**config.mk**
```make
export PLATFORM = sky130hd
export DESIGN_NAME = stopwatch_ctrl_flat
export DESIGN_NICKNAME = d
export VERILOG_FILES = /design/src/rtl/stopwatch_ctrl_if.sv /design/src/rtl/stopwatch_ctrl.sv /design/src/flat_wrapper.sv
export SDC_FILE = /design/constraint.sdc
export NUM_CORES = 1
export LEC_CHECK = 0
export BUFFER_PORTS_ARGS = -buffer_cell sky130_fd_sc_hd__buf_2
export CORE_ASPECT_RATIO = 1.25
export CORE_MARGIN = 2
export CORE_UTILIZATION = 56
export CTS_CLUSTER_SIZE = 40
export DETAILED_ROUTE_END_ITERATION = 12
export PLACE_DENSITY = 0.72
export SYNTH_ARGS = -nofsm -noshare
export SYNTH_HDL_FRONTEND = slang
export SYNTH_SLANG_ARGS = --single-unit
export TNS_END_PERCENT = 1
```
**constraint.sdc**
```tcl
create_clock -name clk -period 1.3 [get_ports clk]
set_input_delay 0.325 -clock clk [delete_from_list [all_inputs] [get_ports clk]]
set_output_delay 0.325 -clock clk [all_outputs]
set_load 0.01 [all_outputs]
```
**src/rtl/stopwatch_ctrl_if.sv**
```systemverilog
// stopwatch_ctrl_if: raw buttons in, stopwatch counter-chain controls out
interface stopwatch_ctrl_if;
   logic btn_start, btn_stop, btn_clear, btn_set;
   logic run, pause, clear, load, tick;
   logic [1:0] state;
   modport master (
      output btn_start, btn_stop, btn_clear, btn_set,
      input  run, pause, clear, load, tick, state
   );
   modport slave (
      input  btn_start, btn_stop, btn_clear, btn_set,
      output run, pause, clear, load, tick, state
   );
endinterface

```
**src/rtl/stopwatch_ctrl.sv**
```systemverilog
// stopwatch_ctrl: button debounce, run/pause/clear/load FSM and tick prescaler
module stopwatch_ctrl #(
   parameter int DEBOUNCE_CYCLES = 4,
   parameter int TICK_DIV        = 10
) (
   input logic             clk,
   input logic             reset_n,
   stopwatch_ctrl_if.slave bus
);
   localparam int DW = $clog2(DEBOUNCE_CYCLES + 1);
   localparam int PW = TICK_DIV > 1 ? $clog2(TICK_DIV) : 1;
   typedef enum logic [1:0] {IDLE = 2'b00, RUN = 2'b01, PAUSE = 2'b10, LOAD = 2'b11} state_t;
   state_t cur, nxt;
   logic [3:0] raw, meta, s, db, db_prev, p;
   logic [DW-1:0] cnt [4];
   logic [PW-1:0] presc;
   logic clear_q;
   // bit order: 0 start, 1 stop, 2 clear, 3 set
   assign raw = {bus.btn_set, bus.btn_clear, bus.btn_stop, bus.btn_start};
   assign p   = db & ~db_prev;
   always_ff @(posedge clk or negedge reset_n) begin
      if (!reset_n) begin
         meta    <= '0;
         s       <= '0;
         db      <= '0;
         db_prev <= '0;
         for (int i = 0; i < 4; i++) cnt[i] <= '0;
      end else begin
         meta    <= raw;
         s       <= meta;
         db_prev <= db;
         for (int i = 0; i < 4; i++) begin
            if (s[i] == db[i]) cnt[i] <= '0;
            else if (cnt[i] == DW'(DEBOUNCE_CYCLES - 1)) begin
               db[i]  <= s[i];
               cnt[i] <= '0;
            end else cnt[i] <= cnt[i] + 1'b1;
         end
      end
   end
   always_comb begin
      nxt = cur;
      if (p[2] || cur == LOAD) nxt = IDLE;
      else if (p[1]) nxt = cur == RUN ? PAUSE : cur;
      else if (p[0]) nxt = cur == IDLE || cur == PAUSE ? RUN : cur;
      else if (p[3]) nxt = cur == IDLE ? LOAD : cur;
   end
   always_ff @(posedge clk or negedge reset_n) begin
      if (!reset_n) begin
         cur     <= IDLE;
         clear_q <= 1'b0;
         presc   <= '0;
      end else begin
         cur     <= nxt;
         clear_q <= p[2];
         if (nxt == IDLE || cur == IDLE || cur == LOAD) presc <= '0;
         else if (cur == RUN) presc <= presc == PW'(TICK_DIV - 1) ? '0 : presc + 1'b1;
      end
   end
   assign bus.run   = cur == RUN;
   assign bus.pause = cur == PAUSE;
   assign bus.load  = cur == LOAD;
   assign bus.clear = clear_q;
   assign bus.state = cur;
   assign bus.tick  = bus.run && presc == PW'(TICK_DIV - 1);
endmodule

```
**src/flat_wrapper.sv**
```systemverilog
// flat-port wrapper written by rule: the top's interface ports become plain ports
module stopwatch_ctrl_flat 
#(
   parameter int DEBOUNCE_CYCLES = 4,
   parameter int TICK_DIV        = 10
)
  (clk, reset_n, bus_btn_start, bus_btn_stop, bus_btn_clear, bus_btn_set, bus_run, bus_pause, bus_clear, bus_load, bus_tick, bus_state);
  stopwatch_ctrl_if bus_i ();
  input logic clk;
  input logic reset_n;
  input wire logic [$bits(bus_i.btn_start)-1:0] bus_btn_start;
  input wire logic [$bits(bus_i.btn_stop)-1:0] bus_btn_stop;
  input wire logic [$bits(bus_i.btn_clear)-1:0] bus_btn_clear;
  input wire logic [$bits(bus_i.btn_set)-1:0] bus_btn_set;
  output wire logic [$bits(bus_i.run)-1:0] bus_run;
  output wire logic [$bits(bus_i.pause)-1:0] bus_pause;
  output wire logic [$bits(bus_i.clear)-1:0] bus_clear;
  output wire logic [$bits(bus_i.load)-1:0] bus_load;
  output wire logic [$bits(bus_i.tick)-1:0] bus_tick;
  output wire logic [$bits(bus_i.state)-1:0] bus_state;
  assign bus_i.btn_start = bus_btn_start;
  assign bus_i.btn_stop = bus_btn_stop;
  assign bus_i.btn_clear = bus_btn_clear;
  assign bus_i.btn_set = bus_btn_set;
  assign bus_run = bus_i.run;
  assign bus_pause = bus_i.pause;
  assign bus_clear = bus_i.clear;
  assign bus_load = bus_i.load;
  assign bus_tick = bus_i.tick;
  assign bus_state = bus_i.state;
  stopwatch_ctrl #(.DEBOUNCE_CYCLES(DEBOUNCE_CYCLES), .TICK_DIV(TICK_DIV)) u_core (.clk(clk), .reset_n(reset_n), .bus(bus_i));
endmodule
```
==> impl_metrics.py, run 1 <==
metrics = {
    "timing": {
        "drv_slew": 0,
        "hold_viol_final": 0,
        "max-slew-margin-rel_pct": 72.50,
        "clock_skew_ns": 0.005191,
        "rsz0062_at_grt": "yes",
        "min_period_ns": 1.612,
        "tightest_slew_ns": 0.4126,
        "finalSetupViolations": 6,
        "worst_slack_ns": -0.3116,
        "fin_crit_sh_pct": 124.0,
        "fin_hold_ws_ns": 0.01130,
        "fmax_ghz": 0.6205,
    },
    "grt": {
        "gr-usage-all-layers_pct": 18.86,
        "grt.met2_usage_pct": 32.33,
        "grt-ovfl-total": 0,
        "grt_pass1_wl_mm": 3.594,
        "grt_max_degree": 36,
        "met1_usage_pct": 19.38,
        "antenna_found_initial": 0,
        "busiest_layer": "met2",
        "grt.met3_usage_pct": 6.402,
        "grt_pass1_vias": 857,
    },
    "run_status": {
        "status": "finished with violations",
        "violations": "negative setup slack",
    },
    "routing": {
        "drt_wl_total_mm": 2.261,
        "drt-vias-per-instance": 5.274,
        "vias": 865,
        "dr.first_iter.drc_count": 25,
        "wl_per_cell_um": 13.79,
        "ant_nets": 0,
        "drc_errors": 0,
        "dr.pass1.iters": 4,
    },
    "final_layout": {
        "num_antenna_cells": 0,
        "nets": 142,
        "fill_cells": 163,
        "syn_to_final_growth_pct": 22.63,
        "final_cells": 164,
        "final_util_pct": 70.74,
        "drive_gt1_share_pct": 35.88,
        "fin_area_mm2": 0.001682,
    },
    "placement": {
        "placed_cell_area_mm2": 0.001518,
        "portBuffers": 12,
        "dp_cells": 155,
        "hpwl_mm": 1.456,
        "place_congestion": 0.7086,
    },
    "floorplan": {
        "start_util_pct": 57.68,
        "design.die.area_mm2": 0.002863,
        "dieWidth_um": 48.26,
        "die_y_um": 59.33,
        "design.portCount": 13,
        "core_area_mm2": 0.002377,
        "row_count": 20,
    },
    "logic_synthesis": {
        "synth-edff-count": 0,
        "synthesis.nets": 116,
        "synth.avg_cell_area_um2": 13.19,
        "synthDistinctLibCells": 27,
        "synth-compound-area-share_pct": 6.296,
        "synthSimpleGateAreaFrac_pct": 16.88,
        "syn-cell-area_mm2": 0.001371,
        "synth-seq-cells": 35,
        "synthAdderAreaFrac_pct": 5.474,
        "ys_seq_area_share_pct": 63.87,
        "synth_warnings": 0,
        "synth_top_family_by_area": "simple AND/OR/NAND/NOR gates",
        "synth_mux_area_share_pct": 4.106,
        "synthXorXnorAreaFrac_pct": 2.555,
        "netlist.area_leader.share_pct": 63.87,
        "synthTopCellsByArea": "dfrtp_1 (64%), ha_1 (5.5%), mux2_2 (4.1%), nor2b_1 (4.1%), nor3b_1 (3.3%)",
        "ys.flop_type": "dfrtp_1",
        "ys_async_sr_fraction_pct": 100.0,
        "syn_inst": 104,
        "yosysTopAreaCell": "dfrtp_1",
    },
    "clocking": {
        "hold_buffers": 0,
        "root_buffer": "clkbuf_4",
        "cts_buffer_depth": 2,
        "cts_made_buffers": 5,
        "cts_tree": "done",
        "cts.sinks": 35,
        "htree_levels": 2,
        "clk_latency_ns": 0.33,
        "path_clk_slew_ns": 0.09,
    },
    "setup_path": {
        "critical_path_class": "reg2out",
        "reg2reg_depth": 5,
        "start_kind": "flip-flop",
        "cp.required_ns": 0.98,
        "cp.arrival_ns": 1.29,
        "end_kind": "output port",
        "crit_fanout": 3,
    },
    "pwr": {
        "p_leak_nw": 0.7897,
        "powerDensity_mw_per_mm2": 2015,
        "ir_worst_vdd_mv": 1.367,
        "p_total_mw": 3.389,
    },
    "flow_run": {
        "max_cap_viol_count": 0,
    },
    "worst_hold_path": {
        "hp-class": "in2async",
    },
}
synthesized netlist by cell type, types with 2 or more instances:
cell type	n
nor3_1	6
nand2_1	4
inv_1	2
xnor2_1	4
mux2_2	5
and2b_1	2
a21oi_1	4
ha_1	6
nor3b_1	6
a2bb2oi_1	2
nor2b_1	9
dfrtp_1	35
nor2_1	5
worst max-delay path, cell delays in order, from the launching register on:
cell     delay, ns
dfrtp_1       0.40
inv_2         0.07
ha_4          0.14
nand2_4       0.06
nor3_2        0.13
buf_2         0.16
final timing paths:
| path | from | endpoint | slack [ns] |
|---|---|---|---|
| setup reg to reg | u_core.presc[1] | u_core.presc[2] | -0.09 |
| min in group clk | bus_btn_clear | u_core.meta[2] | 0.10 |
| hold / removal | reset_n | u_core.db_prev[1] | 0.01 |
| max in group asynchronous | reset_n | u_core.presc[0] | 0.97 |
| hold reg to reg | u_core.meta[3] | u_core.s[3] | 0.36 |
| setup / recovery | u_core.presc[1] | bus_tick | -0.31 |
logic make-up (layout without fill, tap and decap cells):
family / Yosys count / in the layout
AND/OR/NAND/NOR: 39 / 39
flip-flops: 35 / 35
AO/OA/AOI/OAI: 12 / 12
adder cells (fa/ha/maj): 6 / 6
multiplexers: 5 / 5
XOR/XNOR: 4 / 4
buffers and inverters: 3 / 30
layout make-up:
cell class	instances	area (µm²)	area share [%]
Clock buffer	8	68.82	4.092
Inverter	3	13.76	0.8185
Multi-Input combinational cell	66	531.8	31.62
Sequential cell	35	878.3	52.23
Tap cell	33	41.29	2.455
Timing Repair Buffer	19	147.6	8.780
where the power goes:
group          internal (mW)  switching [mW]
registers               1.39           0.201
clock network          0.318           0.314
logic                  0.624           0.545
total                   2.33            1.06
sequential cells by signal (all words and copies together), names as in the netlist:
name / count
u_core.s: 4
u_core.db_prev: 4
u_core.db: 4
u_core.bus.state: 2
u_core.presc: 4
u_core.meta: 4
u_core.bus.clear: 1
u_core.cnt: 12
metrics by stage:
stage	setup slack [ns]	setup TNS [ns]
after CTS	-0.3152	-0.9738
after floorplan	0.007984	0
after global routing	-0.3598	-1.310
final	-0.3116	-0.9721
after global placement	0.03541	0
after detailed placement	-0.02196	-0.03389
metal layers:
| layer | part of all wire, % | vias up |
|---|---|---|
| met4 | 2.2 | 0 |
| li1 | - | 414 |
| met2 | 54 | 25 |
| met1 | 38 | 420 |
| met3 | 4.8 | 6 |
| met5 | 0 | - |
cell usage in the layout, fill, tap and decap left out, types with 2 or more instances in the layout:
master	instances
a21oi_1	4
clkbuf_8	2
dfrtp_2	2
xnor2_1	4
dfrtp_1	33
nor3_1	5
nor2_1	5
nand2_1	3
buf_2	7
buf_6	6
buf_4	6
nor2b_1	6
nor2b_2	3
mux2_2	5
nor3_2	2
nor3b_1	6
ha_1	5
clkbuf_4	5
a2bb2oi_1	2
what timing repair did:
item	CTS	global route
resized for setup	10	12
gates cloned	0	0
pin swaps	0	0
setup endpoints to repair	6	12
setup buffers	1	0
(Power assumes the default switching activity.)
==> run 2, diff against run 1 <==
--- a/config.mk
+++ b/config.mk
@@ -6,12 +6,16 @@
 export NUM_CORES = 1
 export LEC_CHECK = 0
 export BUFFER_PORTS_ARGS = -buffer_cell sky130_fd_sc_hd__buf_2
+export CELL_PAD_IN_SITES_DETAIL_PLACEMENT = 1
+export CELL_PAD_IN_SITES_GLOBAL_PLACEMENT = 1
 export CORE_ASPECT_RATIO = 1.25
 export CORE_MARGIN = 2
-export CORE_UTILIZATION = 56
+export CORE_UTILIZATION = 46
 export CTS_CLUSTER_SIZE = 40
 export DETAILED_ROUTE_END_ITERATION = 12
+export MAX_ROUTING_LAYER = met4
 export PLACE_DENSITY = 0.72
+export SETUP_SLACK_MARGIN = 0.1
 export SYNTH_ARGS = -nofsm -noshare
 export SYNTH_HDL_FRONTEND = slang
 export SYNTH_SLANG_ARGS = --single-unit
==> run 2 against run 1 <==
Net effect:
- the flow still finishes with violations (negative setup slack)
- critical path depth fell by 1
- global-route usage increased by 0.40 points
- worst hold slack improved by 0.076 ns
- routed wire length rose by 17%
- utilization down 9.0 points
- setup slack gained 0.015 ns
- sequential power is essentially flat
- clock power grew 4.7%
- cell area up 6.0%
==> impl_metrics.py, run 2 (synthesis gave the netlist of run 1 again) <==
metrics = {
    "run_status": {
        "violations": "negative setup slack",
        "status": "finished with violations",
    },
    "setup_path": {
        "crit_family": "flip-flops",
        "crit_path_cell_trace": "ha_4, nand2_4, nor3_4, buf_2",
        "crit_fanout": 3,
        "crit_slowest_cell": "dfrtp_1",
        "cp.required_ns": 0.98,
        "regToRegEndpoint": "u_core.presc[2]",
        "cp.arrival_ns": 1.27,
        "max_stage_delay_ns": 0.44,
        "rr_startpoint": "u_core.presc[0]",
        "cp.buffers_inverters": 1,
        "critical_path_class": "reg2out",
        "start_kind": "flip-flop",
        "rrSetupSlack_ns": -0.09,
        "end_kind": "output port",
        "reg2reg_depth": 5,
    },
    "routing": {
        "drt-vias-per-instance": 5.209,
        "vias": 896,
        "dr.pass1.iters": 4,
        "ant_nets": 0,
        "drt_wl_total_mm": 2.647,
        "drc_errors": 0,
        "dr.first_iter.drc_count": 11,
        "wl_per_cell_um": 15.39,
    },
    "flow_run": {
        "max_cap_viol_count": 0,
    },
    "clocking": {
        "path_clk_slew_ns": 0.11,
        "cts.sinks": 35,
        "cts_buffer_depth": 2,
        "root_buffer": "clkbuf_4",
        "cts_made_buffers": 5,
        "cts_tree": "done",
        "clk_latency_ns": 0.34,
        "htree_levels": 2,
    },
    "timing": {
        "fmax_ghz": 0.6262,
        "worst_slack_ns": -0.2968,
        "rsz0062_at_grt": "yes",
        "min_period_ns": 1.597,
        "fin_hold_ws_ns": 0.08741,
        "drv_slew": 0,
        "clock_skew_ns": 0.01508,
        "max-slew-margin-rel_pct": 71.66,
        "finalSetupViolations": 7,
        "fin_crit_sh_pct": 122.8,
        "tightest_slew_ns": 0.4252,
        "hold_viol_final": 0,
    },
    "grt": {
        "grt_max_degree": 20,
        "gr-usage-all-layers_pct": 19.26,
        "grt_pass1_vias": 987,
        "grt_pass1_wl_mm": 4.478,
        "antenna_found_initial": 0,
        "grt-ovfl-total": 0,
    },
    "placement": {
        "dp_cells": 159,
        "place_congestion": 0.6707,
        "hpwl_mm": 1.762,
        "portBuffers": 12,
    },
    "final_layout": {
        "final_cells": 172,
        "layout_common_cells": "dfrtp_1 (34), buf_4 (9), buf_6 (7)",
        "drive_gt1_share_pct": 39.71,
        "largest_register_ffs": 12,
        "final_util_pct": 61.69,
        "syn_to_final_growth_pct": 30.02,
        "nets": 147,
        "final_common_cell": "dfrtp_1",
        "largest_register": "u_core.cnt",
        "num_antenna_cells": 0,
    },
    "pwr": {
        "p_leak_nw": 0.8191,
        "powerDensity_mw_per_mm2": 2010,
        "ir_worst_vdd_mv": 1.099,
    },
    "worst_hold_path": {
        "holdPathEnd": "u_core.meta[0]",
        "hp-class": "in2reg",
        "hold_path_depth": 1,
        "min-delay-start": "bus_btn_start",
    },
    "floorplan": {
        "row_count": 22,
        "die_y_um": 65.05,
        "dieWidth_um": 52.84,
        "start_util_pct": 47.45,
        "design.die.area_mm2": 0.003437,
        "design.portCount": 13,
        "core_area_mm2": 0.002890,
    },
}
==> run 2: how the worst max path moves through the flow <==
stage / startpoint / to / slack [ns] / cells after the start
2_1_floorplan: u_core.presc[1] / u_core.presc[2] / 0.09 / 6
3_3_place_gp: u_core.presc[1] / bus_tick / 0.03 / 5
3_5_place_dp: u_core.presc[1] / bus_tick / -0.06 / 5
4_1_cts: u_core.presc[1] / bus_tick / -0.32 / 5
5_1_grt: u_core.presc[1] / bus_tick / -0.37 / 5
6_report: u_core.presc[0] / bus_tick / -0.30 / 4
==> run 2: cell type report <==
type / count / area [µm²]
fill: 296 / 1107
sequential: 35 / 877.1
multi-input combinational: 66 / 571.8
timing repair buffer: 24 / 206.4
clock buffer: 8 / 68.82
tap: 36 / 45.04
inverter: 3 / 13.76
==> run 2: report_power, final <==
part	internal, mW	switching (mW)	leakage [nW]	total [mW]
combinational	0.732	0.607	0.340	1.34
sequential	1.38	0.200	0.441	1.58
clock	0.318	0.344	0.0386	0.662
==> run 2: repair_timing <==
| item | in CTS | in global routing |
|---|---|---|
| hold buffers | 1 | 0 |
| cloned | 0 | 0 |
| resized for setup | 17 | 12 |
| endpoints found under the setup margin | 13 | 16 |
| setup buffers | 3 | 1 |
| pin swaps | 0 | 2 |
| hold endpoints to repair | 16 | 0 |
==> run 2: stage by stage <==
step	power [mW]	setup WS, ns	instance area (µm²)	setup TNS (ns)
2_1_floorplan	2.254	0.08716	1385	0
3_3_place_gp	2.589	0.03046	1555	0
6_report	3.584	-0.2968	1783	-1.059
3_5_place_dp	2.661	-0.05724	1555	-0.07454
4_1_cts	3.517	-0.3240	1727	-1.115
5_1_grt	3.883	-0.3673	1783	-1.490
==> run 2: layer usage <==
layer  vias to the layer above  routed length, µm  track usage, %
met3                         7                 87           4.839
met2                        15               1483           32.34
met4                         0                 68           9.615
met1                       453               1008           20.65
li1                        421                  -               -
met5                         -                  0               -
